==> src/rtl/dmem_arbiter_pkg.sv <==
// Shared types for the data-memory arbiter: arbitration state and the memory request bundle.
// dm_req_t carries the package widths; top-level width overrides must match them.
package dmem_arbiter_pkg;

    localparam int DM_DATA_W = 32;
    localparam int DM_ADDR_W = 9;

    typedef enum logic {
        ARB_CORE = 1'b0,
        ARB_AUX  = 1'b1
    } arb_state_t;

    typedef struct packed {
        logic                 rd;
        logic                 wr;
        logic [DM_ADDR_W-1:0] addr;
        logic [DM_DATA_W-1:0] wdata;
        logic [2:0]           funct3;
    } dm_req_t;

endpackage

==> src/rtl/dmem_arbiter_sat_counter.sv <==
// Saturating up-counter with synchronous clear; clear wins over increment.
// Holds at MAX instead of wrapping.
module arb_sat_counter #(
    parameter int MAX = 8,
    parameter int W   = $clog2(MAX + 1)
) (
    input  logic         clk,
    input  logic         reset,
    input  logic         inc,
    input  logic         clr,
    output logic [W-1:0] cnt
);

    always_ff @(posedge clk) begin
        if (reset) begin
            cnt <= '0;
        end else if (clr) begin
            cnt <= '0;
        end else if (inc && (cnt != W'(MAX))) begin
            cnt <= cnt + 1'b1;
        end
    end

endmodule

==> src/rtl/dmem_arbiter.sv <==
// Shares the data-memory port between the MEM stage (fixed priority) and an aux requester.
// Aux is forced in for a bounded burst after STARVE_LIM consecutive denied cycles.
module dmem_arbiter
    import dmem_arbiter_pkg::*;
#(
    parameter int DATA_W     = DM_DATA_W,
    parameter int DM_ADDRESS = DM_ADDR_W,
    parameter int STARVE_LIM = 8,
    parameter int AUX_BURST  = 2
) (
    input  logic                  clk,
    input  logic                  reset,
    input  logic                  core_rd,
    input  logic                  core_wr,
    input  logic [DM_ADDRESS-1:0] core_addr,
    input  logic [DATA_W-1:0]     core_wdata,
    input  logic [2:0]            core_funct3,
    output logic [DATA_W-1:0]     core_rdata,
    output logic                  core_stall,
    input  logic                  aux_req,
    input  logic                  aux_we,
    input  logic [DM_ADDRESS-1:0] aux_addr,
    input  logic [DATA_W-1:0]     aux_wdata,
    input  logic [2:0]            aux_funct3,
    output logic                  aux_gnt,
    output logic                  aux_rvalid,
    output logic [DATA_W-1:0]     aux_rdata,
    output logic                  mem_rd,
    output logic                  mem_wr,
    output logic [DM_ADDRESS-1:0] mem_addr,
    output logic [DATA_W-1:0]     mem_wdata,
    output logic [2:0]            mem_funct3,
    input  logic [DATA_W-1:0]     mem_rdata
);

    localparam int WAIT_W  = $clog2(STARVE_LIM + 1);
    localparam int BURST_W = $clog2(AUX_BURST + 1);

    arb_state_t        state;
    logic [WAIT_W-1:0]  wait_cnt;
    logic [BURST_W-1:0] burst_cnt;
    logic               rvalid_q;

    logic    core_act, core_own, aux_own;
    logic    wait_inc, wait_clr, burst_inc, enter_aux, exit_aux;
    dm_req_t core_req, aux_req_s, sel_req;

    assign core_act = core_rd | core_wr;

    // A simultaneous load+store from the core is treated as a store.
    always_comb begin
        core_req.rd     = core_rd & ~core_wr;
        core_req.wr     = core_wr;
        core_req.addr   = core_addr;
        core_req.wdata  = core_wdata;
        core_req.funct3 = core_funct3;

        aux_req_s.rd     = ~aux_we;
        aux_req_s.wr     = aux_we;
        aux_req_s.addr   = aux_addr;
        aux_req_s.wdata  = aux_wdata;
        aux_req_s.funct3 = aux_funct3;
    end

    // Dropping aux_req inside the forced window hands the port straight back to the core.
    always_comb begin
        core_own = 1'b0;
        aux_own  = 1'b0;
        if (state == ARB_AUX && aux_req) begin
            aux_own = 1'b1;
        end else begin
            core_own = core_act;
            aux_own  = ~core_act & aux_req & (state == ARB_CORE);
        end
    end

    assign wait_inc  = (state == ARB_CORE) & core_act & aux_req;
    assign enter_aux = wait_inc & (wait_cnt == WAIT_W'(STARVE_LIM - 1));
    assign burst_inc = (state == ARB_AUX) & aux_req;
    assign exit_aux  = (state == ARB_AUX) &
                       (~aux_req | (burst_cnt == BURST_W'(AUX_BURST - 1)));
    assign wait_clr  = ((state == ARB_CORE) & (~aux_req | aux_own)) | exit_aux;

    arb_sat_counter #(.MAX(STARVE_LIM), .W(WAIT_W)) u_wait_cnt (
        .clk   (clk),
        .reset (reset),
        .inc   (wait_inc),
        .clr   (wait_clr),
        .cnt   (wait_cnt)
    );

    arb_sat_counter #(.MAX(AUX_BURST), .W(BURST_W)) u_burst_cnt (
        .clk   (clk),
        .reset (reset),
        .inc   (burst_inc),
        .clr   (enter_aux),
        .cnt   (burst_cnt)
    );

    always_ff @(posedge clk) begin
        if (reset) begin
            state     <= ARB_CORE;
            rvalid_q  <= 1'b0;
            aux_rdata <= '0;
        end else begin
            case (state)
                ARB_CORE: if (enter_aux) state <= ARB_AUX;
                ARB_AUX:  if (exit_aux)  state <= ARB_CORE;
                default:  state <= ARB_CORE;
            endcase
            rvalid_q <= aux_gnt & ~aux_we;
            if (aux_gnt && !aux_we) begin
                aux_rdata <= mem_rdata;
            end
        end
    end

    assign sel_req = aux_own ? aux_req_s : core_req;

    assign mem_rd     = ~reset & (core_own | aux_own) & sel_req.rd;
    assign mem_wr     = ~reset & (core_own | aux_own) & sel_req.wr;
    assign mem_addr   = sel_req.addr;
    assign mem_wdata  = sel_req.wdata;
    assign mem_funct3 = sel_req.funct3;

    assign aux_gnt    = ~reset & aux_own;
    assign core_stall = ~reset & core_act & ~core_own;
    assign core_rdata = mem_rdata;
    // A reset landing right after a read grant suppresses the pending rvalid immediately.
    assign aux_rvalid = ~reset & rvalid_q;

endmodule

==> config.mk <==
export PLATFORM = sky130hd
export DESIGN_NAME = dmem_arbiter
export DESIGN_NICKNAME = d
export VERILOG_FILES = /design/src/rtl/dmem_arbiter_pkg.sv /design/src/rtl/dmem_arbiter_sat_counter.sv /design/src/rtl/dmem_arbiter.sv
export SDC_FILE = /design/constraint.sdc
export NUM_CORES = 1
export LEC_CHECK = 0
export CAP_MARGIN = 30
export CORE_ASPECT_RATIO = 0.8
export CORE_MARGIN = 2
export CORE_UTILIZATION = 28
export DETAILED_ROUTE_END_ITERATION = 8
export PLACE_DENSITY = 0.87
export SYNTH_ARGS = -nofsm -noshare
export SYNTH_HDL_FRONTEND = slang
export SYNTH_SLANG_ARGS = --single-unit
==> constraint.sdc <==
create_clock -name clk -period 1.63 [get_ports clk]
set_clock_uncertainty 0.1 [all_clocks]
set_input_delay 0.2445 -clock clk [delete_from_list [all_inputs] [get_ports clk]]
set_output_delay 0.2445 -clock clk [all_outputs]
set_load 0.1 [all_outputs]
==> results.md <==
- outcome: finished, violations left
- violated checks: setup timing
- TritonCTS clock tree: done
- number of buffer and inverter stages on the critical path: 2
- cells traversed along the worst timing path: o21bai_4, nand2_8, buf_12, mux2_4, buf_12
- DRC violation count after routing: 0
- xor and xnor fraction of the mapped netlist area: 0.00347
- top area cells in the synthesized netlist: sky130_fd_sc_hd__dfxtp_1 32%, sky130_fd_sc_hd__mux2_2 20%, sky130_fd_sc_hd__buf_4 9.5%, sky130_fd_sc_hd__a21oi_1 7.1%, sky130_fd_sc_hd__nand3_1 6.7%
- post-detailed-route via-to-cell ratio: 5.03
- hold_buf cts: 0
- number of warnings reported in the yosys synthesis log: 0
- wire length of the first global-routing pass: 17.3 mm
- post-synthesis average cell area: 8.65 sq um
- Nets: 640
- Slowest-stage cell, CP: sky130_fd_sc_hd__dfxtp_2
- Fmax: 507 MHz
- Num Clock Sinks: 40
- Synth top area share: 0.317
- grt total ovfl: 0
- minimum period implied by the final worst setup slack: 1.97 ns
- biggest fanout along the worst timing path: 11
- maximum number of pins on one net before global-route repair: 43
- share of async-settable or async-resettable flops after synthesis: 0
- initial antenna violation count: 0
- most common cell type on the critical path: sky130_fd_sc_hd__buf_12
- ant diodes: 0
- number of H-tree levels: 2
- Area growth, synth to finish: 164%
- Simple-Gate Fraction of Synth Area: 0.140
- Crit. End Element: output pin
- delay-heaviest family, CP: buffers and inverters
- routed wirelength normalized by instance count: 20.1 um
- Finished Cell Area: 6670 sq um
- cell with the most instances after synthesis: sky130_fd_sc_hd__mux2_2
- worst hold-check path type: in -> reg
- max-cap viol count: 0
- count of cell types in the netlist: 36
- Port Buf Inserts: 238
- setup-violating endpoint count in the final report: 50
- starting utilization of the core area: 0.292
- Mapped Nets: 422
- die span in y: 88.9 um
- clock tree root driver cell: sky130_fd_sc_hd__clkbuf_16
- peak ir drop on the vdd network: 0.500 mV
- number of storage elements in the synthesis netlist: 40
- Worst Setup Path Type: reg -> out
- fill cell instance count of the final layout: 542
- setup repair after global routing missed its margin: yes
- Primary FF master, synth: sky130_fd_sc_hd__dfxtp_1
- fraction of the mapped netlist area in adder cells: 0.0198
- actual slew at the worst max-slew pin: 0.405 ns
- post-synthesis instance area: 2520 sq um
- multiplexer area fraction after synthesis: 0.200
- clock insertion delay at the later pin of the skew report: 0.28 ns
- final total power: 4.55 mW
- post-synthesis sequential area ratio: 0.317
- Worst Path Required: 1.29 ns
- Synth Instances: 292
- count of flip-flops with a built-in enable after synthesis: 0
- main combinational cell family by area after synthesis: multiplexers
- dominant cell type by area after synthesis: sky130_fd_sc_hd__dfxtp_1
- number of vias after detailed routing: 3131
- maximum clock path buffer count: 2
- clock slew seen by the registers of the worst setup and hold paths: 0.06 ns
- via count of the first global-routing pass: 3279
- placed cell area: 6210 sq um
- worst endpoint data arrival time: 1.63 ns
- reported leakage power: 2.78 nW
- share of the clock period used by the worst path after layout: 1.21
- global placement routability congestion: 0.771
- Global Route Usage Sum: 0.229
- DIE AREA: 9800 sq um
- worst relative slew slack: 0.728
- proportion of layout cells with a drive suffix above 1: 0.415
- total power divided by cell area: 683 nW/um^2
- most frequent cells after synthesis: 44 x sky130_fd_sc_hd__mux2_2, 40 x sky130_fd_sc_hd__dfxtp_1, 36 x sky130_fd_sc_hd__a21oi_1
- Inserted Clock Buffers: 5
- overall die width: 110 um
- I/O pin total: 239
- antenna-violating nets left: 0
- Final Hold Fails: 0
- Core Footprint: 8630 sq um
- final slew viol count: 0
- HPWL after detailed placement: 9.17 mm
- Total Wirelength: 12.5 mm
- Core Rows: 30
- Compound-Gate Fraction of Synth Area: 0.169
- final worst-path setup slack: -0.341 ns
- max incr delay on CP: 0.33 ns
- number of DRC markers in iteration 0: 91
- Pre-antenna DRT Iters: 4
- startpoint types: register
- sum of negative setup slack: -14.84 ns
layer usage:
layer	track usage	up-vias	wire, um
met1	0.261	1530	4640
li1	-	1452	-
met4	0.0932	0	352
met2	0.421	120	6870
met3	0.0445	29	653
met5	0	-	0
area by class of cell:
cell class,count,area [sq um],area share
tap,112,140,0.0210
multi-input combinational,191,1610,0.242
clock buffer,7,153,0.0229
sequential,40,802,0.120
clock inverter,1,30.0,0.00451
inverter,6,22.5,0.00338
timing repair buffer,266,3910,0.586
logic make-up (layout without fill, tap and decap cells):
kind of cell | Yosys count | after routing
muxes | 45 | 45
and+or+nand+nor | 63 | 64
adders and majority gates | 4 | 4
buffers and inverters | 62 | 280
AOI/OAI and AO/OA | 77 | 77
DFF | 40 | 40
xor gates and xnor gates | 1 | 1
timing repair:
item	4_1_cts	5_1_grt
pin swaps	8	29
gates cloned	3	5
setup endpoints to repair	82	66
gates resized for setup	21	14
buffers inserted	6	1
placed cells by master (no fill, tap or decap), types with 5 or more instances in the layout:
master	count
sky130_fd_sc_hd__clkdlybuf4s50_1	120
sky130_fd_sc_hd__buf_12	120
sky130_fd_sc_hd__mux2_4	44
sky130_fd_sc_hd__dfxtp_1	39
sky130_fd_sc_hd__nand3_1	34
sky130_fd_sc_hd__a21oi_1	34
sky130_fd_sc_hd__o21ai_0	19
sky130_fd_sc_hd__o21ai_1	12
sky130_fd_sc_hd__buf_4	12
sky130_fd_sc_hd__clkbuf_16	10
sky130_fd_sc_hd__inv_1	5
sequential cells by signal, summed over array words and instances (netlist names):
register         cells
aux_rdata           32
rvalid_q             1
u_burst_cnt.cnt      2
u_wait_cnt.cnt       4
state                1
power breakdown:
| group | total [mW] | internal [mW] | switching [mW] |
|---|---|---|---|
| combinational | 2.35 | 0.980 | 1.37 |
| sequential | 1.00 | 0.989 | 0.0120 |
| clock | 1.20 | 0.806 | 0.391 |
| total | 4.55 | 2.78 | 1.78 |
worst reg2reg max path, cell delays in order, from the launching register on:
cell and delay [ns]:
sky130_fd_sc_hd__dfxtp_2 0.33, sky130_fd_sc_hd__o21bai_4 0.19, sky130_fd_sc_hd__buf_4 0.27, sky130_fd_sc_hd__or4_1 0.53, sky130_fd_sc_hd__a21oi_1 0.15
per-stage QoR:
stage,worst slack [ns],cells,hold WS [ns],utilization
after CTS,-0.397,620,0.355,0.759
after detailed placement,-0.475,604,0.398,0.720
final,-0.341,623,0.353,0.772
after global routing,-0.363,623,0.375,0.772
after floorplan,-0.149,292,0.292,-
after global placement,-0.458,604,0.384,0.720
path summary, 6_finish.rpt:
| check | start | depth (start not counted) | endpoint | slack (ns) |
|---|---|---|---|---|
| setup / recovery | state | 5 | mem_wdata[10] | -0.34 |
| hold / removal | reset | 3 | aux_rdata[9] | 0.35 |
| setup reg to reg | state | 4 | u_wait_cnt.cnt[3] | -0.02 |
| hold reg to reg | aux_rdata[3] | 2 | aux_rdata[3] | 0.41 |
Power figures use the tool's default switching activity.
